**config.mk**
```make
export PLATFORM = sky130hd
export DESIGN_NAME = riscv_pipe_core
export DESIGN_NICKNAME = d
export VERILOG_FILES = /design/src/rtl/riscv_pipe_core.sv
export SDC_FILE = /design/constraint.sdc
export NUM_CORES = 2
export LEC_CHECK = 0
export CAP_MARGIN = 20
export CORE_ASPECT_RATIO = 0.9
export CORE_UTILIZATION = 55
export CTS_BUF_LIST = sky130_fd_sc_hd__clkbuf_4
export CTS_CLUSTER_DIAMETER = 30
export DETAILED_ROUTE_END_ITERATION = 10
export HOLD_SLACK_MARGIN = 0.12
export PLACE_DENSITY_LB_ADDON = 0.3
export SKIP_LAST_GASP = 1
export SYNTH_ARGS = -nofsm -noshare
export SYNTH_HDL_FRONTEND = slang
export SYNTH_SLANG_ARGS = --single-unit
```
**constraint.sdc**
```tcl
create_clock -name clk -period 6.3 [get_ports clk]
set_input_delay 1.26 -clock clk [delete_from_list [all_inputs] [get_ports clk]]
set_output_delay 1.26 -clock clk [all_outputs]
set_load 0.05 [all_outputs]
```
**src/rtl/riscv_pipe_core.sv**
```systemverilog
// Five-stage RV32I-subset pipeline (IF/ID/EX/MEM/WB) with BEQ/BNE flush and a retire trace port.
// Define RISCV_FORWARDING_EN for forwarding plus one-bubble load-use; otherwise ID stalls on EX/MEM hazards.
module riscv_pipe_core #(
   parameter int                XLEN     = 32,
   parameter int                ADDR_W   = 32,
   parameter logic [ADDR_W-1:0] RESET_PC = '0
) (
   input  logic              clk,
   input  logic              rst_n,
   output logic [ADDR_W-1:0] imem_addr,
   input  logic [31:0]       imem_rdata,
   output logic [ADDR_W-1:0] dmem_addr,
   output logic [XLEN-1:0]   dmem_wdata,
   output logic              dmem_we,
   input  logic [XLEN-1:0]   dmem_rdata,
   output logic              retire_valid,
   output logic [4:0]        retire_rd,
   output logic [XLEN-1:0]   retire_data
);
   localparam logic [31:0] NOP = 32'h0000_0013;
   localparam int SH = $clog2(XLEN);
   localparam logic [6:0] OP_IMM = 7'b0010011, OP_REG = 7'b0110011, OP_LD = 7'b0000011,
                          OP_ST  = 7'b0100011, OP_BR  = 7'b1100011;

   function automatic logic supported(input logic [31:0] ir);
      supported = 1'b0;
      case (ir[6:0])
         OP_IMM:       supported = (ir[14:12] == 3'b001 || ir[14:12] == 3'b101)
                                   ? (ir[31:26] == 6'd0 && (XLEN == 64 || !ir[25]))
                                   : (ir[14:12] != 3'b011);
         OP_REG:       supported = (ir[31:25] == 7'h00 && ir[14:12] != 3'b011) ||
                                   (ir[31:25] == 7'h20 && ir[14:12] == 3'b000);
         OP_LD, OP_ST: supported = (ir[14:12] == 3'b010);
         OP_BR:        supported = (ir[14:13] == 2'b00);
         default:      supported = 1'b0;
      endcase
   endfunction

   function automatic logic writes(input logic [6:0] op, input logic [4:0] rd);
      return (op == OP_IMM || op == OP_REG || op == OP_LD) && rd != 5'd0;
   endfunction

   function automatic logic [XLEN-1:0] sext(input logic [31:0] v);
      return XLEN'($signed(v));
   endfunction

   logic [ADDR_W-1:0] pc, if_id_pc, id_ex_pc;
   logic [31:0]       if_id_ir, id_ex_ir;
   logic [XLEN-1:0]   id_ex_a, id_ex_b, ex_mem_alu, ex_mem_sd, mem_wb_val;
   logic              ex_mem_wen, ex_mem_ld, ex_mem_st, mem_wb_wen;
   logic [4:0]        ex_mem_rd, mem_wb_rd;
   logic [XLEN-1:0]   rf [1:31];

   // ID: unsupported encodings are turned into NOP here so later stages only look at opcodes.
   logic [31:0]     id_ir;
   logic [4:0]      id_rs1, id_rs2;
   logic            use1, use2, stall;
   logic [XLEN-1:0] id_a, id_b;
   assign id_ir  = supported(if_id_ir) ? if_id_ir : NOP;
   assign id_rs1 = id_ir[19:15];
   assign id_rs2 = id_ir[24:20];
   assign use1   = id_rs1 != 5'd0 && id_ir[6:0] != 7'b0010111 &&
                   (id_ir[6:0] == OP_IMM || id_ir[6:0] == OP_REG || id_ir[6:0] == OP_LD ||
                    id_ir[6:0] == OP_ST  || id_ir[6:0] == OP_BR);
   assign use2   = id_rs2 != 5'd0 &&
                   (id_ir[6:0] == OP_REG || id_ir[6:0] == OP_ST || id_ir[6:0] == OP_BR);

   always_comb begin
      id_a = '0;
      id_b = '0;
      if (id_rs1 != 5'd0) id_a = (mem_wb_wen && mem_wb_rd == id_rs1) ? mem_wb_val : rf[id_rs1];
      if (id_rs2 != 5'd0) id_b = (mem_wb_wen && mem_wb_rd == id_rs2) ? mem_wb_val : rf[id_rs2];
   end

`ifdef RISCV_FORWARDING_EN
   assign stall = id_ex_ir[6:0] == OP_LD && id_ex_ir[11:7] != 5'd0 &&
                  ((use1 && id_rs1 == id_ex_ir[11:7]) || (use2 && id_rs2 == id_ex_ir[11:7]));
`else
   assign stall = (writes(id_ex_ir[6:0], id_ex_ir[11:7]) &&
                   ((use1 && id_rs1 == id_ex_ir[11:7]) || (use2 && id_rs2 == id_ex_ir[11:7]))) ||
                  (ex_mem_wen && ((use1 && id_rs1 == ex_mem_rd) || (use2 && id_rs2 == ex_mem_rd)));
`endif

   // EX: operand selection, ALU and branch resolution.
   logic [6:0]        ex_op;
   logic [XLEN-1:0]   ex_a, ex_b, opb, alu;
   logic              taken;
   logic [ADDR_W-1:0] target;
   assign ex_op = id_ex_ir[6:0];

   always_comb begin
      ex_a = id_ex_a;
      ex_b = id_ex_b;
`ifdef RISCV_FORWARDING_EN
      if (mem_wb_wen && mem_wb_rd == id_ex_ir[19:15]) ex_a = mem_wb_val;
      if (mem_wb_wen && mem_wb_rd == id_ex_ir[24:20]) ex_b = mem_wb_val;
      if (ex_mem_wen && !ex_mem_ld && ex_mem_rd == id_ex_ir[19:15]) ex_a = ex_mem_alu;
      if (ex_mem_wen && !ex_mem_ld && ex_mem_rd == id_ex_ir[24:20]) ex_b = ex_mem_alu;
`endif
   end

   assign opb = (ex_op == OP_REG) ? ex_b
              : (ex_op == OP_ST)  ? sext({{20{id_ex_ir[31]}}, id_ex_ir[31:25], id_ex_ir[11:7]})
              :                     sext({{20{id_ex_ir[31]}}, id_ex_ir[31:20]});

   always_comb begin
      alu = ex_a + opb;
      if (ex_op == OP_IMM || ex_op == OP_REG) begin
         case (id_ex_ir[14:12])
            3'b000:  alu = (ex_op == OP_REG && id_ex_ir[30]) ? ex_a - opb : ex_a + opb;
            3'b001:  alu = ex_a << opb[SH-1:0];
            3'b010:  alu = {{(XLEN-1){1'b0}}, $signed(ex_a) < $signed(opb)};
            3'b100:  alu = ex_a ^ opb;
            3'b101:  alu = ex_a >> opb[SH-1:0];
            3'b110:  alu = ex_a | opb;
            3'b111:  alu = ex_a & opb;
            default: alu = ex_a + opb;
         endcase
      end
   end

   assign taken  = ex_op == OP_BR && ((ex_a == ex_b) ^ id_ex_ir[12]);
   assign target = id_ex_pc + ADDR_W'($signed({{19{id_ex_ir[31]}}, id_ex_ir[31], id_ex_ir[7],
                                               id_ex_ir[30:25], id_ex_ir[11:8], 1'b0}));

   // A taken branch overrides a stall: both younger instructions are discarded anyway.
   always_ff @(posedge clk or negedge rst_n) begin
      if (!rst_n) begin
         pc         <= RESET_PC;
         if_id_pc   <= '0;
         if_id_ir   <= NOP;
         id_ex_pc   <= '0;
         id_ex_ir   <= NOP;
         id_ex_a    <= '0;
         id_ex_b    <= '0;
         ex_mem_wen <= 1'b0;
         ex_mem_ld  <= 1'b0;
         ex_mem_st  <= 1'b0;
         ex_mem_rd  <= 5'd0;
         ex_mem_alu <= '0;
         ex_mem_sd  <= '0;
         mem_wb_wen <= 1'b0;
         mem_wb_rd  <= 5'd0;
         mem_wb_val <= '0;
      end else begin
         if (taken) begin
            pc       <= target;
            if_id_ir <= NOP;
            id_ex_ir <= NOP;
         end else if (stall) begin
            id_ex_ir <= NOP;
         end else begin
            pc       <= pc + ADDR_W'(4);
            if_id_pc <= pc;
            if_id_ir <= imem_rdata;
            id_ex_pc <= if_id_pc;
            id_ex_ir <= id_ir;
            id_ex_a  <= id_a;
            id_ex_b  <= id_b;
         end
         ex_mem_wen <= writes(ex_op, id_ex_ir[11:7]);
         ex_mem_rd  <= writes(ex_op, id_ex_ir[11:7]) ? id_ex_ir[11:7] : 5'd0;
         ex_mem_ld  <= ex_op == OP_LD;
         ex_mem_st  <= ex_op == OP_ST;
         ex_mem_alu <= alu;
         ex_mem_sd  <= ex_b;
         mem_wb_wen <= ex_mem_wen;
         mem_wb_rd  <= ex_mem_rd;
         mem_wb_val <= !ex_mem_wen ? '0 : (ex_mem_ld ? dmem_rdata : ex_mem_alu);
      end
   end

   always_ff @(posedge clk or negedge rst_n) begin
      if (!rst_n) begin
         for (int i = 1; i < 32; i++) rf[i] <= '0;
      end else if (mem_wb_wen) begin
         rf[mem_wb_rd] <= mem_wb_val;
      end
   end

   assign imem_addr    = pc;
   assign dmem_addr    = ADDR_W'(ex_mem_alu);
   assign dmem_wdata   = ex_mem_sd;
   assign dmem_we      = ex_mem_st;
   assign retire_valid = mem_wb_wen;
   assign retire_rd    = mem_wb_rd;
   assign retire_data  = mem_wb_val;
endmodule

```
==> results.sh <==
export IMPL_cts_sinks=1321
export IMPL_status="complete, no violations"
export IMPL_core_um2=140000
export IMPL_synth_seq_cells=1321
export IMPL_antenna_found_initial=17
export IMPL_timing_fmax_ghz=0.168
export IMPL_dp_cells=9280
export IMPL_seq_power_share_pct=49.6
export IMPL_hold_viol=0
export IMPL_synth_area_um2=77300
export IMPL_synth_main_ff_cell="dfrtp_1"
export IMPL_synthSimpleGateAreaFrac_pct=11.0
export IMPL_track_usage_pct=45.0
export IMPL_critical_path_arrival_ps=7170
export IMPL_intPower_mw=12.8
export IMPL_io_pins=201
export IMPL_clock_skew_ps=112
export IMPL_drc_errors=0
export IMPL_async_reset_ff_share_pct=100
export IMPL_grt_pass1_vias=68446
export IMPL_drt_total_wl_um=325000
export IMPL_cp_end_kind="flop"
export IMPL_synth_seq_area_share_pct=42.8
export IMPL_drt_pass1_iterations=10
export IMPL_synth_top_family_by_area="multiplexers"
export IMPL_crit_required_ps=7500
export IMPL_drive_gt1_share_pct=25.3
export IMPL_avgSynthCellArea_um2=10.1
export IMPL_root_buffer="clkbuf_4"
export IMPL_numCtsBuffers=374
export IMPL_fillers=11523
export IMPL_power_density_nw_per_um2=200
export IMPL_pwr_share_clk_pct=46.8
export IMPL_clk_pin_slew_ps=70
export IMPL_initial_core_util_pct=55.4
export IMPL_setup_worst_path_class="flop to flop"
export IMPL_drt_iter0_markers=11634
export IMPL_finalMaxSlewViolations=0
export IMPL_pre_cts_ws_ps=699
export IMPL_grt_max_degree=168
export IMPL_cp_start_kind="flop"
export IMPL_htree_levels=5
export IMPL_synthMuxAreaShare_pct=22.0
export IMPL_areaGrowthSynthToFinish_pct=11.5
export IMPL_holdWs_ps=403
export IMPL_design_area_um2=86200
export IMPL_insertion_delay_ps=1380
export IMPL_relSlewSlack_pct=12.2
export IMPL_critPathMaxFanout=11
export IMPL_place_gp_congestion=1.08
export IMPL_timing_max_cap_violations=0
export IMPL_io_buffers=200
export IMPL_setup_slack_ps=333
export IMPL_fp_dieH_um=358
export IMPL_wl_per_cell_um=32.8
export IMPL_hp_class="flop to flop"
export IMPL_cts_tree="yes"
export IMPL_setup_tns_final_ps=0
export IMPL_stdcell_count=9923
export IMPL_cts_buffer_depth=4
export IMPL_grt_overflow=0
export IMPL_synth_fa_ha_area_share_pct=2.15
export IMPL_grt_pass1_wl_um=469000
export IMPL_nNetsFinal=8009
export IMPL_vdd_ir_drop_max_v=0.000249
export IMPL_worst_slew_pin_slew_ps=1310
export IMPL_antenna_left=0
export IMPL_period_share_pct=94.7
export IMPL_synth_warnings=0
export IMPL_rows=130
export IMPL_die_area_um2=142000
export IMPL_period_needed_ps=5970
export IMPL_routed_via_density=7.15
export IMPL_placed_cell_area_um2=81500
export IMPL_p_leak_nw=38.9
export IMPL_setup_violations=0
export IMPL_synth_cells=7680
export IMPL_synth_compound_area_share_pct=16.2
export IMPL_total_power_mw=17.2
export IMPL_synthXorXnorAreaFrac_pct=1.73
export IMPL_vias=70910
export IMPL_die_w_um=397
export IMPL_fin_util_pct=61.8
export IMPL_hpwlAfterDp_um=208000
export IMPL_combPwrFrac_pct=3.6
export IMPL_swShare_pct=25.4
export IMPL_rsz0062_at_grt="no"
export IMPL_p_sw_mw=4.38
export IMPL_synth_edf_count=0
export IMPL_synth_cell_type_count=91
-- synthesized netlist by cell type (62+ instances only) --
library cell	n	area share [%]
nor3_1	85	0.55
inv_1	126	0.61
nand2_1	864	4.2
a221oi_1	184	2.1
clkbuf_1	501	2.4
a31oi_1	180	1.5
nand3_1	157	1.0
o221ai_1	73	0.83
and3_1	68	0.55
dfrtp_1	1315	43
buf_2	68	0.44
nor2_1	369	1.8
a21oi_1	350	2.3
nor2b_1	183	1.5
o21ai_0	362	2.3
o211ai_1	87	0.84
xnor2_1	85	0.96
mux2i_1	396	5.1
ha_1	128	2.1
buf_1	107	0.52
a21o_1	62	0.60
xor2_1	68	0.77
mux2_2	1091	16
-- per-layer routing --
layer  vias to the layer above  GRT usage, %  wire length, µm
met5                         -        0.0331              139
met4                        20          28.7            24100
met3                      1453          19.4            49400
met2                      5778          61.5           131000
met1                     35035          58.1           121000
li1                      28624             -                -
-- sequential cells by signal, indices dropped and copies added, names as in the netlist, 5 cells and up --
register,flops
if_id_pc,32
imem_addr,32
rf,992
ex_b,32
retire_rd,5
retire_data,32
dmem_addr,32
id_ex_pc,32
ex_mem_rd,5
ex_a,32
dmem_wdata,32
if_id_ir,32
id_ex_ir,27
-- area by class of cell --
cell class | instances | area, µm² | area share (%)
tap | 1848 | 2310 | 2.68
clock buffer | 505 | 3790 | 4.40
multi-input combinational | 5538 | 41400 | 48.1
timing repair buffer | 448 | 4270 | 4.95
antenna | 12 | 30.0 | 0.0348
sequential | 1321 | 33100 | 38.4
clock inverter | 122 | 808 | 0.938
inverter | 129 | 484 | 0.562
-- power groups by stage --
stage                     registers (mW)  clock network [mW]  logic (mW)
after detailed placement            8.70                   0       0.610
final                               8.54                8.06       0.626
after CTS                           8.54                8.10       0.612
after global routing                8.54                8.57       0.661
after floorplan                     8.69                   0       0.222
after global placement              8.70                   0       0.605
-- worst max-delay path, stage by stage, from the launching register on --
cell and delay [ps]:
dfstp_2 520, nand4bb_1 240, nor2_1 350, and3_1 450, mux2_2 400, inv_1 80, ha_1 340, nand2b_1 160
a21oi_1 110, o21ai_0 180, o311ai_1 250, a2111oi_1 1220, o21ai_1 450, and2_1 330, nor2_1 200, o211ai_1 150
mux2_2 300, o22ai_1 170
-- cells by family (layout without fill, tap and decap cells) --
| logic type | count (synthesis) | count (layout) |
|---|---|---|
| DFF | 1321 | 1321 |
| and+or+nand+nor | 1888 | 1888 |
| buffers and inverters | 823 | 1204 |
| adders and majority gates | 131 | 131 |
| AOI/OAI and AO/OA | 1842 | 1842 |
| other | 2 | 16 |
| xor gates and xnor gates | 153 | 153 |
| muxes | 1520 | 1520 |
-- path summary, 6_finish.rpt --
check / start / to / slack [ps] / depth (start not counted)
worst min register to register: ex_mem_rd[1] / retire_rd[1] / 400 / 0
min in group asynchronous: rst_n / rf[905] / 590 / 2
max in group asynchronous: rst_n / ex_b[1] / 3870 / 3
worst max-delay path: id_ex_ir[1] / dmem_addr[31] / 330 / 17
worst min-delay path: ex_mem_rd[1] / retire_rd[1] / 400 / 0
worst max register to register: id_ex_ir[1] / dmem_addr[31] / 330 / 17
-- cells in the final DEF (no fill, tap or decap), types with 87 or more instances in the layout --
cell type and n:
nor2b_1 182, o21ai_0 361, a31oi_1 180, clkbuf_4 505, nor2_1 339, mux2i_1 395
ha_1 128, a21oi_1 347, nand3_1 156, mux2_2 1091, a221oi_1 184, inv_1 125
buf_4 214, o211ai_1 87, clkdlybuf4s50_1 199, nand2_1 847, dfrtp_1 1308
-- repair_timing --
item	CTS	global route
hold endpoints to repair	132	0
gates resized for setup	0	0
hold buffers	1	0
setup buffers	0	0
Note: power is estimated with default switching activity, not from simulation.
